## src/rtl/mem_port_arbiter.sv

```systemverilog
// Two-port (instruction fetch / data memory) arbiter onto a single MFA/MFC RAM port.
// Round-robin on ties, alignment checking at grant, and a bounded MFC wait with timeout.
module mem_port_arbiter #(
   parameter int TIMEOUT = 15,
   parameter int ADDR_W  = 8
) (
   input  logic              CLK,
   input  logic              Reset,
   input  logic              if_req,
   input  logic [ADDR_W-1:0] if_addr,
   output logic              if_ack,
   output logic [31:0]       if_rdata,
   output logic              if_err,
   input  logic              dm_req,
   input  logic              dm_rw,
   input  logic [1:0]        dm_size,
   input  logic [ADDR_W-1:0] dm_addr,
   input  logic [31:0]       dm_wdata,
   output logic              dm_ack,
   output logic [31:0]       dm_rdata,
   output logic              dm_err,
   output logic              MFA,
   output logic              RW_RAM,
   output logic [1:0]        SIZE,
   output logic [ADDR_W-1:0] RAM_ADDR,
   output logic [31:0]       RAM_DIN,
   input  logic [31:0]       RAM_DOUT,
   input  logic              MFC,
   output logic              busy
);

   typedef enum logic [1:0] {IDLE, WAIT, RESP} state_t;

   localparam logic [7:0] TERM = 8'(TIMEOUT - 1);

   state_t      state;
   logic        last_dm;
   logic        grant_dm;
   logic [7:0]  count;

   logic              pick_dm;
   logic              any_req;
   logic              sel_rw;
   logic [1:0]        sel_size;
   logic [ADDR_W-1:0] sel_addr;
   logic [31:0]       sel_wdata;
   logic              legal;
   logic              issue;
   logic              resp_dm;
   logic              resp_err;
   logic [31:0]       resp_data;

   // Arbitration and legality are evaluated on the live inputs; they only
   // matter on the IDLE edge where the choice is latched.
   always_comb begin
      any_req   = if_req | dm_req;
      pick_dm   = dm_req & (~if_req | ~last_dm);
      sel_rw    = pick_dm ? dm_rw    : 1'b0;
      sel_size  = pick_dm ? dm_size  : 2'b10;
      sel_addr  = pick_dm ? dm_addr  : if_addr;
      sel_wdata = pick_dm ? dm_wdata : 32'h0;
      case (sel_size)
         2'b00:   legal = 1'b1;
         2'b01:   legal = ~sel_addr[0];
         2'b10:   legal = (sel_addr[1:0] == 2'b00);
         default: legal = 1'b0;
      endcase
   end

   // A response is issued either straight from IDLE (illegal access) or from
   // WAIT on MFC / terminal count. MFC beats the timeout on the same cycle.
   always_comb begin
      issue     = 1'b0;
      resp_dm   = grant_dm;
      resp_err  = 1'b0;
      resp_data = 32'h0;
      case (state)
         IDLE: begin
            issue    = any_req & ~legal;
            resp_dm  = pick_dm;
            resp_err = 1'b1;
         end
         WAIT: begin
            issue     = MFC | (count == TERM);
            resp_err  = ~MFC;
            resp_data = (MFC & ~RW_RAM) ? RAM_DOUT : 32'h0;
         end
         default: ;
      endcase
   end

   always_ff @(posedge CLK) begin
      if (Reset) begin
         state    <= IDLE;
         last_dm  <= 1'b1;
         grant_dm <= 1'b0;
         count    <= 8'd0;
         MFA      <= 1'b0;
         RW_RAM   <= 1'b0;
         SIZE     <= 2'b00;
         RAM_ADDR <= '0;
         RAM_DIN  <= 32'h0;
         if_ack   <= 1'b0;
         if_err   <= 1'b0;
         if_rdata <= 32'h0;
         dm_ack   <= 1'b0;
         dm_err   <= 1'b0;
         dm_rdata <= 32'h0;
         busy     <= 1'b0;
      end else begin
         if (issue) begin
            state <= RESP;
            MFA   <= 1'b0;
            if (resp_dm) begin
               dm_ack   <= 1'b1;
               dm_err   <= resp_err;
               dm_rdata <= resp_data;
            end else begin
               if_ack   <= 1'b1;
               if_err   <= resp_err;
               if_rdata <= resp_data;
            end
         end
         case (state)
            IDLE: begin
               if (any_req) begin
                  grant_dm <= pick_dm;
                  busy     <= 1'b1;
                  if (legal) begin
                     state    <= WAIT;
                     MFA      <= 1'b1;
                     RW_RAM   <= sel_rw;
                     SIZE     <= sel_size;
                     RAM_ADDR <= sel_addr;
                     RAM_DIN  <= sel_wdata;
                     count    <= 8'd0;
                  end
               end
            end
            WAIT: begin
               if (!issue) count <= count + 8'd1;
            end
            RESP: begin
               if_ack  <= 1'b0;
               dm_ack  <= 1'b0;
               last_dm <= grant_dm;
               busy    <= 1'b0;
               state   <= IDLE;
            end
            default: state <= IDLE;
         endcase
      end
   end

endmodule

```

## config.mk

```make
export PLATFORM = sky130hd
export DESIGN_NAME = mem_port_arbiter
export DESIGN_NICKNAME = d
export VERILOG_FILES = /design/src/rtl/mem_port_arbiter.sv
export SDC_FILE = /design/constraint.sdc
export NUM_CORES = 1
export LEC_CHECK = 0
export BUFFER_PORTS_ARGS = -buffer_cell sky130_fd_sc_hd__buf_2
export CAP_MARGIN = 20
export CORE_MARGIN = 2
export CORE_UTILIZATION = 47
export DETAILED_ROUTE_END_ITERATION = 16
export PLACE_DENSITY = 0.86
export SYNTH_ARGS = -nofsm -noshare
export SYNTH_HDL_FRONTEND = slang
export SYNTH_SLANG_ARGS = --single-unit
```

## constraint.sdc

```tcl
create_clock -name CLK -period 2.2 [get_ports CLK]
set_input_delay 0.55 -clock CLK [delete_from_list [all_inputs] [get_ports CLK]]
set_output_delay 0.55 -clock CLK [all_outputs]
set_load 0.01 [all_outputs]
```

==> results of run 1 <==
[power by group through the flow]
stage	Combinational [W]	Sequential [W]	Clock, W
5_1_grt	0.000630	0.00242	0.00315
2_1_floorplan	0.000316	0.00248	0
3_5_place_dp	0.000566	0.00245	0
3_3_place_gp	0.000550	0.00245	0
6_report	0.000576	0.00241	0.00299
4_1_cts	0.000570	0.00241	0.00304
[cells in the mapped netlist (all sizes together)]
library cell / number / area share
o221ai: 2 / 0.0038
nor4: 2 / 0.0059
and2: 2 / 0.0027
o211ai: 1 / 0.0016
buf: 30 / 0.051
nand3b: 1 / 0.0016
o211a: 1 / 0.0022
a311oi: 9 / 0.017
nand2b: 1 / 0.0014
or2: 2 / 0.0027
nor3: 6 / 0.014
a21oi: 6 / 0.0097
inv: 5 / 0.0041
dfxtp: 125 / 0.54
nand3: 39 / 0.042
nand2: 62 / 0.050
nor2: 22 / 0.018
a32o: 32 / 0.069
o21ai: 32 / 0.035
o22ai: 2 / 0.0070
and4b: 1 / 0.0022
nor2b: 1 / 0.0014
o31ai: 2 / 0.0032
o21a: 1 / 0.0016
and3: 2 / 0.0027
ha: 2 / 0.0054
xor2: 6 / 0.011
o221a: 3 / 0.0092
o31a: 2 / 0.0041
nand4: 1 / 0.0014
a22o: 33 / 0.064
a21boi: 1 / 0.0024
mux2i: 1 / 0.0022
a31oi: 1 / 0.0046
clkbuf: 7 / 0.0057
[layer usage]
metal / up-vias / track usage / routed length (um)
li1: 2051 / - / -
met1: 1947 / 0.262 / 4830
met2: 163 / 0.376 / 5970
met3: 21 / 0.0565 / 767
met4: 0 / 0.104 / 254
met5: - / 0 / 0
[state kept, by name (all words and copies together), names as in the netlist]
register and cells:
RAM_DIN 32, dm_rdata 32, if_rdata 32, RAM_ADDR 8, count 8, SIZE 2
state 2, MFA 1, RW_RAM 1, busy 1, dm_ack 1, dm_err 1
grant_dm 1, if_ack 1, if_err 1, last_dm 1
[worst register-to-register path, cell delays in order, from the launching register on]
cell and delay, ns:
dfxtp_1 0.44, inv_1 0.07, ha_1 0.23, a31oi_4 0.33, o22ai_4 0.15, a21oi_4 0.20, buf_12 0.20, a32o_1 0.17
[kinds of logic (layout without fill, tap and decap cells)]
logic type	Yosys count	after routing	synth area share
AO/OA/AOI/OAI	128	128	0.234
XOR/XNOR	6	6	0.0114
AND/OR/NAND/NOR	142	142	0.146
multiplexers	1	1	0.00216
flip-flops	125	125	0.541
buffers and inverters	42	254	0.0608
adder cells (fa/ha/maj)	2	2	0.00540
[how the worst min path moves through the flow]
stage | start | end | slack (ns)
after floorplan | grant_dm | grant_dm | 0.45
after global placement | dm_rdata[4] | dm_rdata[4] | 0.43
after detailed placement | dm_rdata[19] | dm_rdata[19] | 0.44
after CTS | dm_wdata[8] | RAM_DIN[8] | 0.23
after global routing | dm_wdata[7] | RAM_DIN[7] | 0.24
final | dm_wdata[10] | RAM_DIN[10] | 0.25
[through the flow]
stage               instance area, um2   util  instances  TNS, ns  setup slack (ns)
global route                      6380  0.659        791        0             0.234
CTS                               6360  0.656        790        0             0.168
floorplan                         4630      -        446        0             0.372
finish                            6380  0.659        791        0             0.348
detailed placement                5710  0.590        758    -5.39            -0.184
global placement                  5710  0.590        758    -2.12           -0.0813
[cell type report]
cell class | instances | area, um2 | share of cell area
repair buffers | 217 | 1200 | 0.188
well taps | 133 | 166 | 0.0261
multi-input cells | 279 | 1860 | 0.291
inverters | 5 | 18.8 | 0.00294
flip-flops and latches | 125 | 2500 | 0.392
clock buffers | 18 | 428 | 0.0670
clock inverters | 14 | 215 | 0.0337
==> flow_results.org, run 1 <==
** Clock network
- The later pin in the worst-skew pair is clocked with a latency of 0.51 ns.
- After clock tree synthesis, the clock-pin slew on the worst setup and hold paths is 0.06 ns.
- Counting along the longest clock path gives a buffer depth of 2.
- In this run, CTS created clock tree buffers numbering 17.
- CTS tree :: built
- Number of sinks handled by clock tree synthesis :: 125
- Number of buffers added to fix hold violations after cts :: 0
- The H-tree was split into 4 levels.
- Number of resized instances in the post-cts repair step :: 0
- The tree is rooted in a clkbuf_8.
- The number of setup buffers added after CTS is 0.

** Logic synthesis
- In this run, distinct cell masters in the synthesized netlist total 51.
- Yosys Warn Count :: 0
- Synthesized area divided by synthesized cell count :: 10.4 um2
- Gate count after technology mapping :: 446
- Synthesized netlist net count :: 536
- Proportion of synthesized chip area in sequential cells :: 0.541
- In this run, synthesis produced a sequential element count of 125.
- In this run the cell area of the synthesized design comes to 4630 um2.

** Power and ir drop
- Proportion of power drawn by flip-flops and latches :: 0.403
- Power spread over the standard cell area amounts to 935 nW/um2.
- Sw Pwr :: 0.00138 W
- Of the total power, combinational logic draws 0.096.
- Clock power frac :: 0.501
- In this run the static leakage power is 2.94 nW.
- Sw Share :: 0.232
- Cell Int Power :: 0.00459 W
- The design draws 0.00597 W.
- Largest voltage drop on the vdd net :: 571 uV

** Critical path
- Cell with the biggest individual delay on the critical path :: dfxtp_1
- Critical path cell sequence :: inv_1, ha_1, a31oi_4, o22ai_4, a21oi_4, buf_12, a32o_1
- Startpoint types :: flip-flop
- Setup slack on the worst reg-to-reg path comes out at 0.35 ns.
- Counting buffers and inverters, the worst setup path is 7 cells deep.
- Data arrives at the worst endpoint at 2.31 ns.
- Startpoint of the worst setup timing path :: count[0]
- In this design, the largest share of critical-path delay is due to compound AO/OA/AOI/OAI gates.
- STA classifies the critical path endpoint as a flip-flop.
- The worst register-to-register path ends at if_rdata[11].
- Max Fanout on Critical Path :: 32
- Worst path required time :: 2.65 ns
- Counting both buffers and inverters, the worst setup path holds a total of 2.
- The worst register-to-register path begins at count[0].
- Following the worst setup path forward leads to its endpoint at if_rdata[11].
- Depth of the worst register-to-register path :: 7
- Class of the most critical setup path :: reg -> reg
- On the worst path, the slowest cell contributes a delay of 0.44 ns.

** Detailed routing
- After the first detailed-routing iteration, the DRC count stood at 106.
- Total wire length :: 11.8 mm
- Detail Route Antenna Nets :: 0
- In the routed layout, each cell is associated on average with a via count of 5.29.
- For this run, design rule violations remaining after detail routing come to 0.
- The first detailed-routing pass ran for 5 iterations.
- Dividing the detail-routed wire length by the instance count gives 14.9 um.
- The routed layout has 4182 vias.

** Global route
- The first global-routing pass estimated 18.3 mm of wire.
- Global routing finished with a remaining overflow of 0.
- Pin count of the biggest net entering global routing :: 67
- In the global route stage, overall resource usage came out at 0.221.
- Antenna violations before repair :: 0
- Number of global-route vias before repair :: 3915

** Worst hold path
- The path class of the tightest hold or removal check is in -> reg.
- Worst hold path stage count :: 2

** Timing
- Number of slew-limit violations in the final report :: 0
- Headroom to the max-slew limit came out at 0.677.
- Hold is met by 0.248 ns.
- Endpoints failing hold :: 0
- Setup Viol. Count Final :: 0
- At the pin with the least slew margin, the transition time is 0.484 ns.
- Derived from the worst setup path, the maximum achievable clock frequency is 540 MHz.
- Worst clock skew :: 0.00588 ns
- For the finished layout, the period the worst path requires is 1.85 ns.
- Setup repair after global routing missed its margin :: false
- In the finished design, the share of the clock period the worst path needs comes to 0.842.

** Final layout
- In the layout the commonest cells are 200 x buf_2, 125 x dfxtp_1, 62 x nand2_1.
- Count of inserted antenna diode cells :: 0
- Count of nets after finishing :: 735
- Leaving out fill and tap cells, the most frequent cell in the layout is buf_2.
- Of the cells placed in the final design, the portion with a size suffix greater than 1 is 0.413.
- From synthesis to final layout, the design area changed by 37.9%.
- Number of inserted filler cells in the final layout :: 748

** Placed design
- The congestion estimate from routability-driven global placement came to 0.817.
- Half-perimeter wire length after detailed placement :: 8.15 mm
- IO Port Bufs :: 200

** Floorplan
- Measured along the y axis, the die boundary spans 103 um.
- Number of core rows :: 36
- The die is 103 um wide.
- Die area :: 10700 um2
- The total area inside the core boundary comes to 9680 um2.
- Effective utilization at floorplan :: 0.478
- Pin placement for this block handled 201 I/O pins.

** Outcome
- Status :: finished clean

** Job
- Across the run, the number of max-cap violations was 0.
(Power assumes the default switching activity.)
==> run 2, diff against run 1 <==
--- a/config.mk
+++ b/config.mk
@@ -8,9 +8,9 @@
 export BUFFER_PORTS_ARGS = -buffer_cell sky130_fd_sc_hd__buf_2
 export CAP_MARGIN = 20
 export CORE_MARGIN = 2
-export CORE_UTILIZATION = 47
+export CORE_UTILIZATION = 43
 export DETAILED_ROUTE_END_ITERATION = 16
-export PLACE_DENSITY = 0.86
+export PLACE_DENSITY = 0.83
 export SYNTH_ARGS = -nofsm -noshare
 export SYNTH_HDL_FRONTEND = slang
 export SYNTH_SLANG_ARGS = --single-unit
==> constraint.sdc (replaced) <==
create_clock -name CLK -period 1.5 [get_ports CLK]
set_input_delay 0.375 -clock CLK [delete_from_list [all_inputs] [get_ports CLK]]
set_output_delay 0.375 -clock CLK [all_outputs]
set_load 0.01 [all_outputs]
==> run 2 against run 1 <==
Effect of this change: the run now ends with setup timing left; setup slack got worse by 0.59 ns; critical endpoint is now count[4]; via count rose by 18%; combinational power rose by 140%; sequential share of layout area fell by 5.6 points.
==> flow_results.org, run 2 (synthesis gave the netlist of run 1 again) <==
** Clock network
- Maximum buffer depth of the clock tree :: 2 (unchanged)
- TritonCTS buffer count :: 17 (unchanged)
- The tree is rooted in a clkbuf_8.
- Number of sinks handled by clock tree synthesis :: 125 (unchanged)
- Deepest level of the CTS H-tree :: 4 (unchanged)
- Clock transition at the registers of the reported paths :: 0.06 ns (about the same)
- The clock latency on the worst-skew pair is 0.51 ns (about the same).
- TritonCTS built the clock tree.

** Floorplan
- The core area was 10400 um2 (+7.1%).
- The I/O pin total was 201 (unchanged).
- Number of core rows :: 37 (+2.8%)
- The initial core utilization came to 0.446 (-0.0316).
- Die Span Y :: 108 um (+4.4%)
- The die span in x was 108 um (+4.4%).
- The die footprint is 11600 um2 (+8.9%).

** Critical path
- Class of the most critical setup path :: reg -> reg
- The data required time at the worst endpoint came to 1.89 ns (-0.76 ns).
- STA classifies the critical path endpoint as a flip-flop.
- Max Fanout on Critical Path :: 4 (-88%)
- Worst Path Arrival :: 2.13 ns (-0.18 ns)
- The largest stage delay on the critical path is 0.35 ns (-0.09 ns).
- Most frequent cell on the critical path :: buf_6
- Critical path cell sequence :: nor4_4, a31oi_4, buf_6, buf_4, buf_6, nand4_1, xor2_1, nor2_1
- Cell with the biggest individual delay on the critical path :: nor4_4
- Startpoint types :: flip-flop

** Placed design
- Gpl congestion :: 0.834 (+2.2%)
- The half-perimeter wire length of the detailed placement result is 8.92 mm (+9.4%).
- IO Port Bufs :: 200 (unchanged)

** Timing
- Tcrit/Tclk final :: 1.16 (+0.317)
- Endpoints failing hold :: 0 (unchanged)
- The post-route minimum period came to 1.74 ns (-0.114 ns).
- The worst relative slew slack was 0.729 (+0.0522).
- Transition at the pin with the smallest max-transition slack :: 0.406 ns (-0.0783 ns)
- The number of setup violations in the final report was 120 (+120).
- F_max :: 575 MHz (+6.6%)
- The number of pins exceeding their max-slew limit in the final report came to 0 (unchanged).
- Worst clock skew :: 0.00956 ns (+0.00368 ns)
- The post-layout worst setup margin came to -0.238 ns (-0.586 ns).
- Worst Hold Margin :: 0.0746 ns (-0.174 ns)
- Setup TNS :: -19.55 ns (-19.55 ns)
- Setup repair after global routing missed its margin :: true

** Outcome
- Status :: complete, but fails checks
- Violations in the final reports :: setup timing

** Power and ir drop
- The power share of the sequential group was 0.394 (-0.009).
- The part of the power in combinational logic is 0.155 (+0.059).
- The clock share of power came to 0.450 (-0.051).
- The worst-case vdd ir drop is 698 uV (+22%).
- The net switching power is 0.00234 W (+69%).
- Cell Int Power :: 0.00664 W (+45%)
- Sw Share :: 0.261 (+0.0290)
- The ratio of total power to cell area came to 1200 nW/um2 (+28%).
- The leakage dissipation came to 3.44 nW (+17%).

** Detailed routing
- The average wire per cell in the routed design came to 19.8 um (+33%).
- The post-route DRC violation count was 0 (unchanged).
- The overall routed net length is 17.3 mm (+46%).
- DR iter-0 viols :: 338 (+220%)
- DRT Pass-1 Iters :: 5 (unchanged)
- The number of vias per cell is 5.67 (+7.3%).
- The total number of vias came to 4941 (+18%).
- Detail Route Antenna Nets :: 0 (unchanged)

** Global route
- Antenna violations before repair :: 0 (unchanged)
- The total congestion overflow after global routing is 0 (unchanged).
- First-pass GRT wire length :: 24.1 mm (+32%)
- Global routing usage summed across all routing layers :: 0.270 (+0.0488)
- The largest net degree at the start of global routing was 37 (-45%).
- The via count of the first global-routing pass was 4810 (+23%).

** Final layout
- The number of fill cells is 698 (-6.7%).
- The library cell used most frequently in the layout, excluding fill and tap cells, is buf_2.
- In the layout the commonest cells are 200 x buf_2, 117 x dfxtp_1, 57 x nand2_1.
- The antenna diode instance count is 0 (unchanged).
- Area Overhead vs Synth :: 61.9%
- Footprint of the multi-input gates :: 2160 um2 (+16%)
- The largest registers in the layout are RAM_DIN x32, dm_rdata x32, if_rdata x32.
- The final-stage net count came to 812 (+10%).
- The flip-flop and latch area is 2510 um2 (+0.50%).
- The fraction of final layout cells with drive strength greater than 1 was 0.548 (+0.135).

** Job
- The number of violations of the max-capacitance limit came to 0 (unchanged).

** Worst hold path
- The worst hold path belongs to the class in -> reg.
-- run 2: path summary, 6_finish.rpt --
kind | start | to | slack (ns) | cells past startpoint
worst min-delay path | dm_wdata[21] | RAM_DIN[21] | 0.07 | 2
worst max-delay path | count[7] | count[4] | -0.24 | 8
worst min register to register | dm_rdata[9] | dm_rdata[9] | 0.45 | 2
worst max register to register | count[7] | count[4] | -0.24 | 8
-- run 2: power groups by stage --
stage,combinational [W],sequential (W),clock [W]
2_1_floorplan,0.000471,0.00363,0
3_3_place_gp,0.000911,0.00358,0
3_5_place_dp,0.000939,0.00359,0
4_1_cts,0.00120,0.00352,0.00408
5_1_grt,0.00146,0.00355,0.00426
6_report,0.00140,0.00354,0.00404
-- run 2: area by class of cell --
| cell class | count | share of cell area |
|---|---|---|
| Tap cell | 136 | 0.0227 |
| Clock buffer | 21 | 0.0612 |
| Inverter | 5 | 0.00250 |
| Timing Repair Buffer | 292 | 0.273 |
| Clock inverter | 11 | 0.0177 |
| Sequential cell | 125 | 0.335 |
| Multi-Input combinational cell | 281 | 0.288 |
-- run 2: worst max-delay path: cells and delay by family (launching register included) --
family	cells	cell delay, ns
buffers and inverters	3	0.41
flip-flops	1	0.33
AND/OR/NAND/NOR	3	0.54
XOR/XNOR	1	0.20
AO/OA/AOI/OAI	1	0.15
-- run 2: timing repair --
action,in CTS,in global routing
cloned,9,7
hold buffers,0,0
setup buffers,26,8
endpoints found under the setup margin,118,123
pin swaps,24,31
resized for setup,47,49
-- run 2: per-layer routing --
layer,up-vias,share of wire,global-route usage
met5,-,0,0
met4,0,0.045,0.155
met3,56,0.069,0.0575
met2,265,0.52,0.478
met1,2407,0.37,0.296
li1,2213,-,-
-- run 2: per-stage QoR --
| stage | instance area, um2 | power, W | utilization | worst slack (ns) | cells |
|---|---|---|---|---|---|
| 6_report | 7500 | 0.00898 | 0.723 | -0.238 | 871 |
| 5_1_grt | 7500 | 0.00926 | 0.723 | -0.294 | 871 |
| 4_1_cts | 7210 | 0.00880 | 0.696 | -0.190 | 864 |
| 3_5_place_dp | 6020 | 0.00453 | 0.580 | -0.700 | 798 |
| 3_3_place_gp | 6020 | 0.00450 | 0.580 | -0.626 | 798 |
| 2_1_floorplan | 4660 | 0.00410 | - | -0.126 | 446 |
